**src/rtl/sr_flag_arbiter.sv**
```systemverilog
// sr_flag_arbiter
// Front-end controller for a shared bank of SR flags. Several requesters post
// set/reset commands. A round-robin arbiter picks one of them, and a two-state
// sequencer (ARB -> COMMIT) latches the winner's command. On the following edge
// it commits the command to the flag bank using SR rules, where reset dominates.
// Each committed command produces a one-cycle ack to its requester. A command
// whose index has no flag behind it still acks, and it also raises err.

module sr_flag_arbiter #(
  parameter int N_REQ     = 4,
  parameter int N_FLAGS   = 8,
  parameter int IDX_W     = $clog2(N_FLAGS),
  parameter int IDX_W_REQ = $clog2(N_REQ)
) (
  input  logic                   clk,
  input  logic                   rst_n,
  input  logic [N_REQ-1:0]       req,
  input  logic [N_REQ-1:0]       s_in,
  input  logic [N_REQ-1:0]       r_in,
  input  logic [N_REQ*IDX_W-1:0] idx_in,
  output logic [N_REQ-1:0]       ack,
  output logic [N_FLAGS-1:0]     q,
  output logic                   busy,
  output logic [IDX_W_REQ-1:0]   grant_id,
  output logic                   err
);

  typedef enum logic {
    ARB    = 1'b0,
    COMMIT = 1'b1
  } state_t;

  state_t                 state;
  state_t                 state_nxt;

  // Round-robin pointer: the first requester considered in the next search.
  logic [IDX_W_REQ-1:0]   ptr;

  // Arbitration results.
  logic [N_REQ-1:0]       elig;
  logic                   win_vld;
  logic [IDX_W_REQ-1:0]   win_id;

  // Sequencer strobes.
  logic                   latch_en;
  logic                   commit_en;

  // The command latched at the ARB edge and held through COMMIT.
  logic                   cmd_s_p1;
  logic                   cmd_r_p1;
  logic [IDX_W-1:0]       cmd_idx_p1;
  logic [IDX_W_REQ-1:0]   cmd_w_p1;

  // Next value of the flag bank if the latched command is committed.
  logic [N_FLAGS-1:0]     q_nxt;
  logic                   idx_hit;

  // SR flip-flop rule: reset dominates, set forces 1, neither bit set holds.
  function automatic logic sr_apply(input logic cur, input logic s, input logic r);
    if (r)      sr_apply = 1'b0;
    else if (s) sr_apply = 1'b1;
    else        sr_apply = cur;
  endfunction

  // Ack vector with only the committing requester's bit set.
  function automatic logic [N_REQ-1:0] req_onehot(input logic [IDX_W_REQ-1:0] w);
    req_onehot    = '0;
    req_onehot[w] = 1'b1;
  endfunction

  // The pointer moves to the requester just after the one that was served.
  function automatic logic [IDX_W_REQ-1:0] ptr_after(input logic [IDX_W_REQ-1:0] w);
    ptr_after = IDX_W_REQ'((int'(w) + 1) % N_REQ);
  endfunction

  // A requester whose ack is high this cycle is excluded, so it cannot be granted twice for one command.
  assign elig = req & ~ack;

  // Winner search: the first eligible requester at or after ptr, ascending and wrapping.
  always_comb begin
    win_vld = 1'b0;
    win_id  = '0;
    for (int k = 0; k < N_REQ; k++) begin
      if (!win_vld && elig[(int'(ptr) + k) % N_REQ]) begin
        win_vld = 1'b1;
        win_id  = IDX_W_REQ'((int'(ptr) + k) % N_REQ);
      end
    end
  end

  // Sequencer state register.
  always_ff @(posedge clk) begin
    if (!rst_n) state <= ARB;
    else        state <= state_nxt;
  end

  // Sequencer next state: grant when someone is eligible, then always return to ARB after one commit cycle.
  always_comb begin
    state_nxt = state;
    case (state)
      ARB:     if (win_vld) state_nxt = COMMIT;
      COMMIT:  state_nxt = ARB;
      default: state_nxt = ARB;
    endcase
  end

  // Sequencer outputs: latch strobe in ARB, commit strobe in COMMIT; busy marks a pending command.
  always_comb begin
    latch_en  = 1'b0;
    commit_en = 1'b0;
    busy      = 1'b0;
    case (state)
      ARB:    latch_en = win_vld;
      COMMIT: begin
        commit_en = 1'b1;
        busy      = 1'b1;
      end
      default: ;
    endcase
  end

  // ---- stage p1: winner's command captured at the ARB edge ----
  // Data capture only. A reset during COMMIT drops the command through the state register.
  always_ff @(posedge clk) begin
    if (latch_en) begin
      cmd_s_p1   <= s_in[win_id];
      cmd_r_p1   <= r_in[win_id];
      cmd_idx_p1 <= idx_in[win_id*IDX_W +: IDX_W];
      cmd_w_p1   <= win_id;
    end
  end

  // Flag-bank update for the latched command. An index with no matching flag leaves every bit alone.
  always_comb begin
    q_nxt   = q;
    idx_hit = 1'b0;
    for (int f = 0; f < N_FLAGS; f++) begin
      if (cmd_idx_p1 == IDX_W'(f)) begin
        idx_hit  = 1'b1;
        q_nxt[f] = sr_apply(q[f], cmd_s_p1, cmd_r_p1);
      end
    end
  end

  // ---- stage p2: commit results visible (q, ack, err) ----
  // The flag bank changes only on a commit edge.
  always_ff @(posedge clk) begin
    if (!rst_n)         q <= '0;
    else if (commit_en) q <= q_nxt;
  end

  // Grant bookkeeping and the one-cycle ack/err pulses that follow each commit edge.
  always_ff @(posedge clk) begin
    if (!rst_n) begin
      ptr      <= '0;
      grant_id <= '0;
      ack      <= '0;
      err      <= 1'b0;
    end else begin
      ack <= '0;
      err <= 1'b0;
      if (latch_en) grant_id <= win_id;
      if (commit_en) begin
        ack <= req_onehot(cmd_w_p1);
        err <= !idx_hit;
        ptr <= ptr_after(cmd_w_p1);
      end
    end
  end

  // Structural invariants of the pulse outputs.
  a_ack_onehot: assert property (@(posedge clk) disable iff (!rst_n) $onehot0(ack));
  a_err_ack:    assert property (@(posedge clk) disable iff (!rst_n) err |-> (|ack));

endmodule

```
**config.mk**
```make
export PLATFORM = sky130hd
export DESIGN_NAME = sr_flag_arbiter
export DESIGN_NICKNAME = d
export VERILOG_FILES = /design/src/rtl/sr_flag_arbiter.sv
export SDC_FILE = /design/constraint.sdc
export NUM_CORES = 1
export LEC_CHECK = 0
export CAP_MARGIN = 25
export CORE_ASPECT_RATIO = 0.75
export CORE_MARGIN = 5
export CORE_UTILIZATION = 32
export CTS_BUF_LIST = sky130_fd_sc_hd__clkbuf_2 sky130_fd_sc_hd__clkbuf_4 sky130_fd_sc_hd__clkbuf_8
export CTS_CLUSTER_SIZE = 16
export DETAILED_ROUTE_END_ITERATION = 8
export GPL_ROUTABILITY_DRIVEN = 1
export PLACE_DENSITY_LB_ADDON = 0.12
export SYNTH_ARGS = -nofsm -noshare
export SYNTH_HDL_FRONTEND = slang
export SYNTH_SLANG_ARGS = --single-unit
```
**constraint.sdc**
```tcl
create_clock -name clk -period 5.9 [get_ports clk]
set_clock_uncertainty 0.15 [all_clocks]
set_input_delay 1.475 -clock clk [delete_from_list [all_inputs] [get_ports clk]]
set_output_delay 1.475 -clock clk [all_outputs]
set_load 0.005 [all_outputs]
```
==> flow_metrics.py <==
metrics = {
    "detailed_routing": {
        "topRoutingLayerUsed": "met4",
        "drc": 0,
        "routed-via-count": 940,
        "wl_per_cell_um": 12.9,
        "routed_wirelength_mm": 2.57,
        "drt_iter0_markers": 42,
        "drt-met1-wl_mm": 1.16,
        "avgViaCountPerCell": 4.72,
        "wl_met2_mm": 1.12,
        "met3WireLength_um": 271,
        "ant_nets": 0,
        "firstDrtPassIters": 4,
    },
    "power": {
        "power_density_mw_per_mm2": 238,
        "ir_worst_vdd_mv": 0.0963,
        "power_uw": 414,
        "p_leak_nw": 0.751,
    },
    "sta": {
        "setup_viol": 0,
        "fmax_mhz": 292,
        "hold_viol_final": 0,
        "period_share_pct": 58.0,
        "slew_viol_final": 0,
        "slew-limit-headroom_pct": 61.5,
        "rsz0062_at_grt": "no",
        "whs_ps": 344,
        "tns_ps": 0,
        "min_period_ps": 3420,
        "tightest_slew_ps": 576,
    },
    "global_route": {
        "antenna_found_initial": 0,
        "track_usage_pct": 10.4,
        "grt_pass1_wl_mm": 4.20,
        "grt_pass1_vias": 912,
        "grt_max_degree": 18,
        "grt_overflow_total": 0,
    },
    "layout": {
        "final_util_pct": 47.3,
        "antenna_cells": 0,
        "areaGrowthSynthToFinish_pct": 41.8,
        "layout.nets": 178,
        "drive_gt1_share_pct": 10.9,
    },
    "logic_synthesis": {
        "synth_area_mm2": 0.00123,
        "synth-main-ff-cell": "dfxtp_1",
        "synth_seq_cells": 25,
        "synth.most_common_cell": "dfxtp_1",
        "synth.avg_cell_area_um2": 11.8,
        "syn_inst": 104,
        "synth_edf_count": 7,
        "synth_top_cell_area_share_pct": 29.3,
        "ys_types": 38,
        "synth_nets": 134,
        "synth.area.top_cells": "dfxtp_1 (29%), edfxtp_1 (17%), mux4_1 (11%)",
        "seq_area_frac_synth_pct": 46.4,
        "synth_top_cell_by_area": "dfxtp_1",
        "ys_top_cells_by_count": "dfxtp_1 (18), nand2_1 (10), o211a_1 (8)",
        "yosys_warnings": 0,
        "async_reset_ff_share_pct": 0,
    },
    "worst_setup_path": {
        "reg2reg_to": "cmd_idx_p1[2]",
        "r2r_slack_ps": 3760,
        "reg2reg_from": "ptr[0]",
        "r2r_cells": 5,
        "max_stage_delay_ps": 560,
        "critical_path_required_ps": 5760,
        "path_cells": "clkdlybuf4s50_1 > or4b_4 > o21ai_2 > a21oi_2 > nand2_4 > mux4_1",
        "path_buf_inv": 1,
        "critPathKind": "in2reg",
        "start_kind": "primary input",
        "cp_slowest_cell": "mux4_1",
        "path_delay_family": "simple AND/OR/NAND/NOR gates",
        "worst-endpoint-arrival_ps": 3290,
        "endpoint_kind": "flop",
        "critical_path.max_fanout": 6,
    },
    "placement": {
        "dp_hpwl_mm": 1.97,
        "io_buffers": 41,
        "gp_congestion": 0.831,
    },
    "floorplanning": {
        "rows": 19,
        "pin_count": 42,
        "floorplan.initialDensity_pct": 33.3,
        "die_area_mm2": 0.00519,
        "dieHeight_um": 63.7,
        "die_w_um": 81.6,
        "coreArea_mm2": 0.00368,
    },
    "hold_path": {
        "worst_hold_startpoint": "grant_id[0]",
        "hp-class": "reg2reg",
        "whs_endpoint": "grant_id[0]",
        "holdPathStages": 2,
    },
    "outcome": {
        "status": "complete, no violations",
    },
    "cts": {
        "clock_sinks": 25,
        "cts_root_buf": "clkbuf_8",
        "cts_setup_buffers": 0,
        "hold_buffers": 0,
        "numCtsBuffers": 3,
        "clkTransAtPathRegs_ps": 90,
        "clock_latency_ps": 270,
        "clockBufferDepth": 2,
        "postCtsResizedCells": 0,
        "htreeDepth": 1,
        "cts_tree": "built",
    },
    "run": {
        "maxCapViolCount": 0,
    },
}
==> sequential cells by signal (all words and copies together), names as in the netlist <==
signal / cells
err: 1
cmd_w_p1: 2
ack: 4
state: 1
grant_id: 2
cmd_r_p1: 1
q: 8
cmd_s_p1: 1
ptr: 2
cmd_idx_p1: 3
==> area by class of cell <==
cell class                      instances  area, µm²
Fill cell                             353       1940
Clock buffer                            3       41.3
Timing Repair Buffer                   42        418
Sequential cell                        25        571
Clock inverter                          1       7.51
Tap cell                               52       65.1
Multi-Input combinational cell         73        628
Inverter                                3       11.3
==> per-stage QoR <==
stage          area [µm²]  std cells  worst slack, ps
2_1_floorplan        1230        104             2810
3_3_place_gp         1690        194             2210
3_5_place_dp         1690        194             2180
4_1_cts              1730        198             2470
5_1_grt              1740        199             2430
6_report             1740        199             2480
==> metal layers <==
| layer | up-vias | track usage [%] |
|---|---|---|
| li1 | 468 | - |
| met2 | 39 | 16.1 |
| met3 | 2 | 4.99 |
| met4 | 0 | 2.53 |
| met5 | - | 0 |
| met1 | 431 | 12.9 |
==> worst max path at each step <==
stage                       from       endpoint  slack [ps]  depth (start not counted)
after detailed placement  req[3]    grant_id[1]        2180                          5
after CTS                 req[3]    grant_id[1]        2470                          5
after global placement    req[0]  cmd_idx_p1[2]        2210                          6
after global routing      req[0]  cmd_idx_p1[0]        2430                          6
after floorplan           req[0]  cmd_idx_p1[0]        2810                          5
final                     req[0]  cmd_idx_p1[2]        2480                          6
==> layout by cell type (no fill, tap or decap), types with 2 or more instances in the layout <==
cell type and n:
a21boi_0 2, and3_1 4, clkbuf_8 3, clkdlybuf4s50_1 41, dfxtp_1 18, edfxtp_1 7, ha_1 4, inv_1 3
mux2i_1 2, mux4_1 5, nand2_1 10, nand2b_1 4, nor2_1 7, nor2b_1 2, o211a_1 8, o21ai_0 2
or2b_2 2
==> worst register-to-register path, delay by kind of cell (launching register included) <==
kind / cells / cell delay [ps]
AOI/OAI and AO/OA: 2 / 140
DFF: 1 / 360
and+or+nand+nor: 2 / 670
muxes: 1 / 560
==> report_power, final <==
group          total, mW  internal [mW]  switching (mW)
clock network      0.101         0.0478          0.0536
logic             0.0966         0.0587          0.0379
registers          0.216          0.198          0.0181
==> cell families (layout without fill, tap and decap cells) <==
group	after synthesis	in the layout	synth area share, %
mux	7	7	12.3
simple gates	40	40	19.5
other cells	1	1	0.305
fa+ha+maj	4	4	4.07
flops	25	25	46.4
compound gates	21	21	15.0
buf+inv	6	49	2.44
No activity file was read; power rests on OpenSTA's default activity.
